[src/rtl/led_pwm_pkg.sv]
// -----------------------------------------------------------------------------
// led_pwm_pkg
// Shared definitions for the RGB LED PWM path. The fade generators import the
// same package, so the period length and duty type stay in step on both sides.
//   c_PWM_INTERVAL_DEFAULT : default PWM period in clk cycles (100us @ 12MHz)
//   duty_t                 : duty word sized for the default period
//   RED / GREEN / BLUE     : colour index constants
// -----------------------------------------------------------------------------
package led_pwm_pkg;

   localparam int unsigned c_PWM_INTERVAL_DEFAULT = 1200;
   localparam int unsigned c_NUM_COLOURS          = 3;

   typedef logic [$clog2(1200)-1:0] duty_t;

   typedef logic [1:0] colour_t;

   localparam colour_t RED   = 2'b00;
   localparam colour_t GREEN = 2'b01;
   localparam colour_t BLUE  = 2'b10;

endpackage : led_pwm_pkg

[src/rtl/pwm_channel.sv]
// -----------------------------------------------------------------------------
// pwm_channel
// One colour of the RGB PWM driver. Holds the pending and active duty
// registers, clamps the duty on capture and registers the compare result as
// the LED drive.
// Optional feature macro: PWM_ACTIVE_LOW_EN (inverted pin, reset level 1).
// Ports:
//   clk       in   system clock
//   rst       in   synchronous active-high reset
//   load      in   capture duty into the pending register
//   apply     in   wrap cycle: pending (or a same-cycle capture) becomes active
//   duty      in   requested high-time in clk cycles
//   cnt_next  in   period counter value for the next cycle
//   led       out  registered LED drive
// -----------------------------------------------------------------------------
module pwm_channel #(
   parameter int unsigned c_PWM_INTERVAL = 1200,
   parameter int unsigned c_DUTY_W       = $clog2(c_PWM_INTERVAL)
) (
   input  logic                clk,
   input  logic                rst,
   input  logic                load,
   input  logic                apply,
   input  logic [c_DUTY_W-1:0] duty,
   input  logic [c_DUTY_W-1:0] cnt_next,
   output logic                led
);

   localparam logic [c_DUTY_W-1:0] c_FULL = c_DUTY_W'(c_PWM_INTERVAL);

`ifdef PWM_ACTIVE_LOW_EN
   localparam logic c_OFF = 1'b1;
`else
   localparam logic c_OFF = 1'b0;
`endif

   logic [c_DUTY_W-1:0] duty_clamped;
   logic [c_DUTY_W-1:0] pending_q;
   logic [c_DUTY_W-1:0] pending_d;
   logic [c_DUTY_W-1:0] active_q;
   logic [c_DUTY_W-1:0] active_d;
   logic                led_q;
   logic                led_d;

   // Clamp, double buffer and compare for the next cycle.
   always_comb begin
      duty_clamped = (duty > c_FULL) ? c_FULL : duty;

      pending_d = pending_q;
      if (load) begin
         pending_d = duty_clamped;
      end

      // A capture on the wrap cycle bypasses pending so it is not lost a period.
      active_d = active_q;
      if (apply) begin
         active_d = load ? duty_clamped : pending_q;
      end

      // Compare next-cycle counter with next-cycle duty so the flop output
      // edges line up with cnt.
      led_d = (cnt_next < active_d) ^ c_OFF;
   end

   // Channel state registers.
   always_ff @(posedge clk) begin
      if (rst) begin
         pending_q <= '0;
         active_q  <= '0;
         led_q     <= c_OFF;
      end else begin
         pending_q <= pending_d;
         active_q  <= active_d;
         led_q     <= led_d;
      end
   end

   assign led = led_q;

endmodule : pwm_channel

[src/rtl/rgb_pwm_driver.sv]
// -----------------------------------------------------------------------------
// rgb_pwm_driver
// Drives the RGB LED pins from three duty values supplied by the fade
// generators. A free-running period counter is shared by three pwm_channel
// instances; new duties are double-buffered and applied at the period wrap.
// Optional feature macro: PWM_ACTIVE_LOW_EN (LED pins inverted, reset level 1;
// o_period_start unaffected).
// Ports:
//   clk             in   system clock (12MHz)
//   rst             in   synchronous active-high reset
//   i_duty_r/g/b    in   per-colour high-time in clk cycles per period
//   i_duty_valid    in   1-cycle strobe: capture all three duties
//   o_led_r/g/b     out  registered LED drives
//   o_period_start  out  registered pulse on the cnt==0 cycle of each period
// -----------------------------------------------------------------------------
module rgb_pwm_driver #(
   parameter int unsigned c_PWM_INTERVAL = led_pwm_pkg::c_PWM_INTERVAL_DEFAULT,
   parameter int unsigned c_DUTY_W       = $clog2(c_PWM_INTERVAL)
) (
   input  logic                clk,
   input  logic                rst,
   input  logic [c_DUTY_W-1:0] i_duty_r,
   input  logic [c_DUTY_W-1:0] i_duty_g,
   input  logic [c_DUTY_W-1:0] i_duty_b,
   input  logic                i_duty_valid,
   output logic                o_led_r,
   output logic                o_led_g,
   output logic                o_led_b,
   output logic                o_period_start
);

   import led_pwm_pkg::*;

   localparam logic [c_DUTY_W-1:0] c_CNT_LAST = c_DUTY_W'(c_PWM_INTERVAL - 1);

   logic [c_DUTY_W-1:0]      cnt_q;
   logic [c_DUTY_W-1:0]      cnt_d;
   logic                     wrap;
   logic                     period_start_q;
   logic                     period_start_d;
   logic [c_DUTY_W-1:0]      duty_sel [c_NUM_COLOURS];
   logic [c_NUM_COLOURS-1:0] led;

   // Period counter next state and wrap detect.
   always_comb begin
      wrap           = (cnt_q == c_CNT_LAST);
      cnt_d          = wrap ? '0 : cnt_q + c_DUTY_W'(1);
      period_start_d = (cnt_d == '0);
   end

   // Counter and period-start registers.
   always_ff @(posedge clk) begin
      if (rst) begin
         cnt_q          <= '0;
         period_start_q <= 1'b0;
      end else begin
         cnt_q          <= cnt_d;
         period_start_q <= period_start_d;
      end
   end

   assign duty_sel[RED]   = i_duty_r;
   assign duty_sel[GREEN] = i_duty_g;
   assign duty_sel[BLUE]  = i_duty_b;

   // One compare channel per colour, all sharing the counter.
   for (genvar c = 0; c < c_NUM_COLOURS; c++) begin : g_ch
      pwm_channel #(
         .c_PWM_INTERVAL (c_PWM_INTERVAL),
         .c_DUTY_W       (c_DUTY_W)
      ) u_ch (
         .clk      (clk),
         .rst      (rst),
         .load     (i_duty_valid),
         .apply    (wrap),
         .duty     (duty_sel[c]),
         .cnt_next (cnt_d),
         .led      (led[c])
      );
   end

   assign o_led_r        = led[RED];
   assign o_led_g        = led[GREEN];
   assign o_led_b        = led[BLUE];
   assign o_period_start = period_start_q;

endmodule : rgb_pwm_driver

[config.mk]
export PLATFORM = sky130hd
export DESIGN_NAME = rgb_pwm_driver
export DESIGN_NICKNAME = d
export VERILOG_FILES = /design/src/rtl/led_pwm_pkg.sv /design/src/rtl/pwm_channel.sv /design/src/rtl/rgb_pwm_driver.sv
export SDC_FILE = /design/constraint.sdc
export NUM_CORES = 1
export LEC_CHECK = 0
export ABC_CLOCK_PERIOD_IN_PS = 7470
export CORE_ASPECT_RATIO = 1.75
export CORE_MARGIN = 1
export CORE_UTILIZATION = 57
export DETAILED_ROUTE_END_ITERATION = 7
export HOLD_SLACK_MARGIN = 0.12
export PLACE_DENSITY = 0.8
export SYNTH_ARGS = -nofsm -noshare
export SYNTH_HDL_FRONTEND = slang
export SYNTH_SLANG_ARGS = --single-unit
[constraint.sdc]
create_clock -name clk -period 7.47 [get_ports clk]
set_clock_uncertainty 0.1 [all_clocks]
set_input_delay 1.494 -clock clk [delete_from_list [all_inputs] [get_ports clk]]
set_output_delay 1.494 -clock clk [all_outputs]
set_load 0.02 [all_outputs]
Yosys cells after proc, flatten, opt, wreduce, memory -nomap -nowiden
Index checks and enable logic that the tools add are counted.
Widths: inputs -> output; s select.
{"block": "classes", "n_mux": 10, "n_eq_ne": 1, "n_addsub": 1, "order_cmp": 6, "n_reduce_logical": 1}
{"operator": "$mux 11", "count": 10}
{"operator": "$gt 11x11->1 const B", "count": 3}
{"operator": "$lt 11x11->1", "count": 3}
{"operator": "$add 11x1->11 const B", "count": 1}
{"operator": "$eq 11x11->1 const B", "count": 1}
{"operator": "$logic_not 11->1", "count": 1}
{"block": "word_totals", "output_inout_bits": 4, "inputBits": 36, "register_bits": 81, "elab_cells": 30}

Longest topological paths before layout
{"block": "logic_depth", "ltp_word": 5, "ltp_mapped": 14, "mapped_depth_nobuf": 11}

Hierarchy
Synthesis repeated with hierarchy kept, for this count alone.
{"block": "hier_totals", "cells_unflattened": 472, "area_unflattened_um2": 4141.5}
{"module": "pwm_channel at g_ch[0].u_ch ...", "area_per_inst_um2": 1146.1, "seq_area_each_um2": 460.4, "instances": 2, "cells_per_inst": 132}
{"module": "pwm_channel at g_ch[1].u_ch", "area_per_inst_um2": 1153.6, "seq_area_each_um2": 460.4, "instances": 1, "cells_per_inst": 131}
{"module": "rgb_pwm_driver", "area_per_inst_um2": 695.7, "seq_area_each_um2": 240.2, "instances": 1, "cells_per_inst": 77}

Worst setup path after synthesis
Ideal clock, no wire load.
{"block": "synth_timing", "path_type": "in2reg", "startpoint": "input i_duty_b[6]", "endpoint": "register g_ch[2].u_ch.led_q", "setup_time_ns": 0.058, "path_slack_ns": 3.826, "required_ns": 7.312, "t_arrival_ns": 3.486, "cell_stages": 10, "path_cell_list": "a211oi_1 -> o21ai_0 -> o22ai_1 -> nor2_1 -> a21oi_1 -> ha_1 -> and3_1 -> a221o_1 -> a221oi_1 -> o21a_1"}
{"block": "synth_between", "elab_chain_cells": 5}
{"item": "start, declared", "line_no": "rgb_pwm_driver.sv:24", "text": "input logic [c_DUTY_W-1:0] i_duty_b,"}
{"item": "$gt 11x11->1", "line_no": "pwm_channel.sv:47", "text": "duty_clamped = (duty > c_FULL) ? c_FULL : duty;"}
{"item": "$mux 11 *", "line_no": "pwm_channel.sv:47"}
{"item": "$mux 11 *", "line_no": "pwm_channel.sv:57", "text": "active_d = load ? duty_clamped : pending_q;"}
{"item": "$mux 11 *", "line_no": "pwm_channel.sv:56", "text": "if (apply) begin"}
{"item": "$lt 11x11->1 *", "line_no": "pwm_channel.sv:62", "text": "led_d = (cnt_next < active_d) ^ c_OFF;"}
{"item": "end signal, assigned", "line_no": "pwm_channel.sv:70", "text": "led_q <= c_OFF;"}
{"item": "end signal, assigned", "line_no": "pwm_channel.sv:74", "text": "led_q <= led_d;"}
{"item": "end, declared", "line_no": "pwm_channel.sv:42", "text": "logic led_q;"}
Every way passes the cells marked *; elsewhere a longest branch is shown, timed or not.
A chain may end at the register's enable or synchronous reset.

Worst setup path in the final report
{"block": "layout_timing", "startpoint": "input i_duty_valid", "endpoint": "register g_ch[1].u_ch.led_q"}
{"block": "layout_between", "elab_chain_cells": 3}
{"item": "start, declared", "line_no": "rgb_pwm_driver.sv:25", "text": "input logic i_duty_valid,"}
{"item": "$mux 11", "line_no": "pwm_channel.sv:57"}
{"item": "$mux 11", "line_no": "pwm_channel.sv:56"}
{"item": "$lt 11x11->1", "line_no": "pwm_channel.sv:62"}
{"item": "end signal, assigned", "line_no": "pwm_channel.sv:70"}
{"item": "end signal, assigned", "line_no": "pwm_channel.sv:74"}
{"item": "end, declared", "line_no": "pwm_channel.sv:42"}
No other way between the ends.

==> implementation parameters <==
Parameter                              Value

Yosys
  Top cells by area, synth ... sky130_fd_sc_hd__dfxtp_1 (40%), sky130_fd_sc_hd__ha_1 (9.6%), sky130_fd_sc_hd__nor2_1 (8.7%), sky130_fd_sc_hd__a21oi_1 (4.3%), sky130_fd_sc_hd__nor2b_1 (2.5%)
  Commonest cells in the netlist ... sky130_fd_sc_hd__nor2_1 (94), sky130_fd_sc_hd__dfxtp_1 (81), sky130_fd_sc_hd__a21oi_1 (35)
  Number of enable flip-flop cells after synthesis ... 0
  Per-instance average area after synthesis ... 8.55 sq um
  Top-area cell type share of the netlist area ... 40.2%
  Post-Syn Nets ... 539
  Post-synthesis cell count ... 472
  Post-synthesis sequential area ratio ... 40.2%
  Leading cell type by number of instances after synthesis ... sky130_fd_sc_hd__nor2_1
  Proportion of register bits with asynchronous set or reset after synthesis ... 0%
  Top_reg_cell synth ... sky130_fd_sc_hd__dfxtp_1
  Library cell with the largest summed area after synthesis ... sky130_fd_sc_hd__dfxtp_1
  Number of different library cells in the post-synthesis netlist ... 51
  Synthesized cell area ... 4040 sq um
  Count of warnings emitted by yosys ... 0
  Post-synthesis register bit count ... 81

Cells and area
  Area of the multi-input gates ... 2190 sq um
  Signed area change from the synthesized netlist to the final layout ... 16.2%
  Fill cell total of the finished layout ... 542
  Finished Cell Area ... 4690 sq um
  Final Net Count ... 562
  Fraction of final layout cells sized beyond drive strength 1 ... 4.40%
  Area taken by flip-flops and latches ... 1620 sq um
  Antenna diode instance count ... 0

Routing
  DRC violations left ... 2
  Wire length per cell ... 16.2 um
  Final antenna-violating net count ... 0
  Number of vias in the routed layout ... 3531
  Initial detailed-routing violation count ... 351
  Aggregate routed wire length ... 9440 um
  Vias per cell ... 6.05
  Detailed-routing iteration count for the pre-antenna-repair pass ... 8

Timing
  Max Freq ... 213 MHz
  Setup violations, final ... 0
  Final critical delay including setup and external delays ... 4.68 ns
  Max_slew headroom ... 46.2%
  Setup repair after global routing missed its margin ... false
  Setup TNS ... 0 ns
  Number of slew-limit violations in the final report ... 0
  Slew at the pin closest to its max-slew limit ... 0.806 ns
  Number of hold violations in the final report ... 0
  Portion of the clock cycle consumed by the worst path in the final layout ... 62.7%

Worst setup path
  Worst path bufs/invs ... 3
  Worst Reg2Reg Path Length in Cells ... 11
  Worst-path cell chain ... clkdlybuf4s50_1 -> buf_4 -> clkinv_1 -> a2111oi_0 -> or2_2 -> a22oi_1 -> a21o_1 -> ha_1 -> a21oi_1 -> nor2_1 -> o311ai_0 -> o311ai_0 -> a21oi_1
  FF-to-FF End ... g_ch[2].u_ch.led$_SDFF_PP0_
  Required time of the worst setup path ... 7.63 ns
  CP max stage delay ... 0.54 ns
  Worst Setup Start Kind ... input port
  Crit path arrival time ... 4.85 ns
  Peak fanout along the critical path ... 41
  Critical Path Sink Type ... flop
  Cell family with the largest share of critical-path delay ... compound AO/OA/AOI/OAI gates
  Reg2Reg Setup Slack ... 3.85 ns
  Startpoint of the worst-slack reg-to-reg timing path ... cnt_q[0]$_SDFF_PP0_
  Setup Crit Path Kind ... in2reg
  Crit path max-delay cell type ... sky130_fd_sc_hd__clkinv_1

Global routing
  Vias in the first global route ... 3344
  Global-route wire length before repair ... 15300 um
  Sum of overflow across all layers after global routing ... 0
  Pin count of the biggest net entering global routing ... 83
  Initial antenna violation count ... 0
  Total Routing Usage GR ... 27.2%

Clock tree
  CTS tree ... built
  Clk Tree Root Cell ... sky130_fd_sc_hd__clkbuf_16
  Clk slew on worst S/H paths ... 0.06 ns
  Number of levels the H-tree was split into ... 3
  Post-CTS Setup Bufs ... 0
  Cells resized by post-CTS repair ... 0
  Clock Tree Buf Depth ... 2
  Skew-Pair Late Insertion Delay ... 0.33 ns
  Number of hold buffers added after CTS ... 0
  Sinks on Clock Net ... 81
  Clock buffer count from CTS ... 9

Pwr
  Fraction of power spent switching nets ... 22.9%
  Worst VDD drop ... 0.000282 V
  Pint ... 781 uW
  Switching power ... 231 uW
  Static power due to leakage ... 1.86 nW
  Combinational cell fraction of total power ... 10.1%
  Share of total power in sequential cells ... 44.7%
  Clock Power Share ... 45.2%
  Power density of the placed cells ... 216 nW/um^2

Floorplan
  Core region area ... 6860 sq um
  Floorplan die height ... 113 um
  Effective utilization at floorplan ... 58.9%
  I/O pins ... 40
  Die footprint ... 7430 sq um
  Overall die width ... 65.6 um
  FP Rows ... 40

Placed design
  # port buffers ... 39
  Instance area after placement ... 4370 sq um
  Placed wire-length estimate after detailed placement ... 6420 um
  Final weighted congestion in routability-driven placement ... 0.841

Hold path
  Number of cells on the worst hold path ... 2
  Hold Path Class ... reg2reg
  Hold worst-path end ... g_ch[1].u_ch.active_q[0]$_SDFF_PP0_
  Startpoint of the worst hold path ... g_ch[1].u_ch.active_q[0]$_SDFF_PP0_

Flow run
  MaxCap Viol Count ... 0

Status
  Status ... complete, but fails checks
  Failing checks ... design-rule violations
registers in the layout, indices dropped and copies added, names as in the netlist:
name,flops
g_ch.u_ch.pending_q,33
cnt_q,11
g_ch.u_ch.active_q,33
o_period_start,1
g_ch.u_ch.led,3
worst min-delay path: stages (launching register included):
cell and delay [ns]:
sky130_fd_sc_hd__dfxtp_1 0.32, sky130_fd_sc_hd__nand2_1 0.06, sky130_fd_sc_hd__a21oi_1 0.05
stage by stage:
step | util, % | hold WS (ns) | setup slack, ns | power [mW] | instances
floorplan | - | 0.337 | 3.83 | 0.519 | 472
global placement | 63.8 | 0.345 | 2.60 | 0.559 | 568
detailed placement | 63.8 | 0.362 | 2.49 | 0.562 | 568
CTS | 68.4 | 0.370 | 2.79 | 1.02 | 584
global route | 68.4 | 0.406 | 2.44 | 1.05 | 584
finish | 68.4 | 0.382 | 2.79 | 1.01 | 584
area by class of cell:
cell class | count | share of cell area, %
well taps | 84 | 2.24
repair buffers | 43 | 8.86
multi-input cells | 349 | 46.7
clock inverters | 3 | 0.987
inverters | 11 | 0.880
clock buffers | 13 | 5.76
flip-flops and latches | 81 | 34.6
how the worst max path moves through the flow:
| stage | slack [ns] | start | endpoint | depth (start not counted) |
|---|---|---|---|---|
| after floorplan | 3.83 | i_duty_b[6] | g_ch[2].u_ch.led$_SDFF_PP0_ | 10 |
| after global placement | 2.60 | i_duty_valid | g_ch[1].u_ch.led$_SDFF_PP0_ | 13 |
| after detailed placement | 2.49 | i_duty_valid | g_ch[1].u_ch.led$_SDFF_PP0_ | 13 |
| after CTS | 2.79 | i_duty_valid | g_ch[1].u_ch.led$_SDFF_PP0_ | 13 |
| after global routing | 2.44 | i_duty_valid | g_ch[1].u_ch.led$_SDFF_PP0_ | 13 |
| final | 2.79 | i_duty_valid | g_ch[1].u_ch.led$_SDFF_PP0_ | 13 |
metal layers:
layer / up-vias / share of wire (%) / global-route usage, %
met1: 1669 / 38 / 29.4
met3: 28 / 3.6 / 4.33
li1: 1739 / - / -
met2: 95 / 55 / 48.5
met4: 0 / 3.1 / 15.7
met5: - / 0 / 0
layout by cell type (no fill, tap or decap), drive strengths merged, types with 13 or more instances in the layout:
master,n
ha,31
a21o,13
nand2,13
a21oi,35
nor2b,16
clkbuf,13
clkdlybuf4s50,38
dfxtp,81
nor2,94
o21ai,16
kinds of logic (layout without fill, tap and decap cells):
family / Yosys count / after routing / synth area share [%]
buffers and inverters: 42 / 70 / 5.52
DFF: 81 / 81 / 40.2
muxes: 6 / 6 / 1.49
AOI/OAI and AO/OA: 124 / 124 / 20.1
and+or+nand+nor: 178 / 178 / 20.9
adders and majority gates: 31 / 31 / 9.61
xor gates and xnor gates: 10 / 10 / 2.17
power by group through the flow:
stage	sequential [mW]	combinational, mW	clock, mW
6_report	0.452	0.102	0.458
5_1_grt	0.453	0.112	0.480
4_1_cts	0.452	0.102	0.463
3_5_place_dp	0.461	0.101	0
3_3_place_gp	0.461	0.0975	0
2_1_floorplan	0.463	0.0559	0
(Power assumes the default switching activity.)
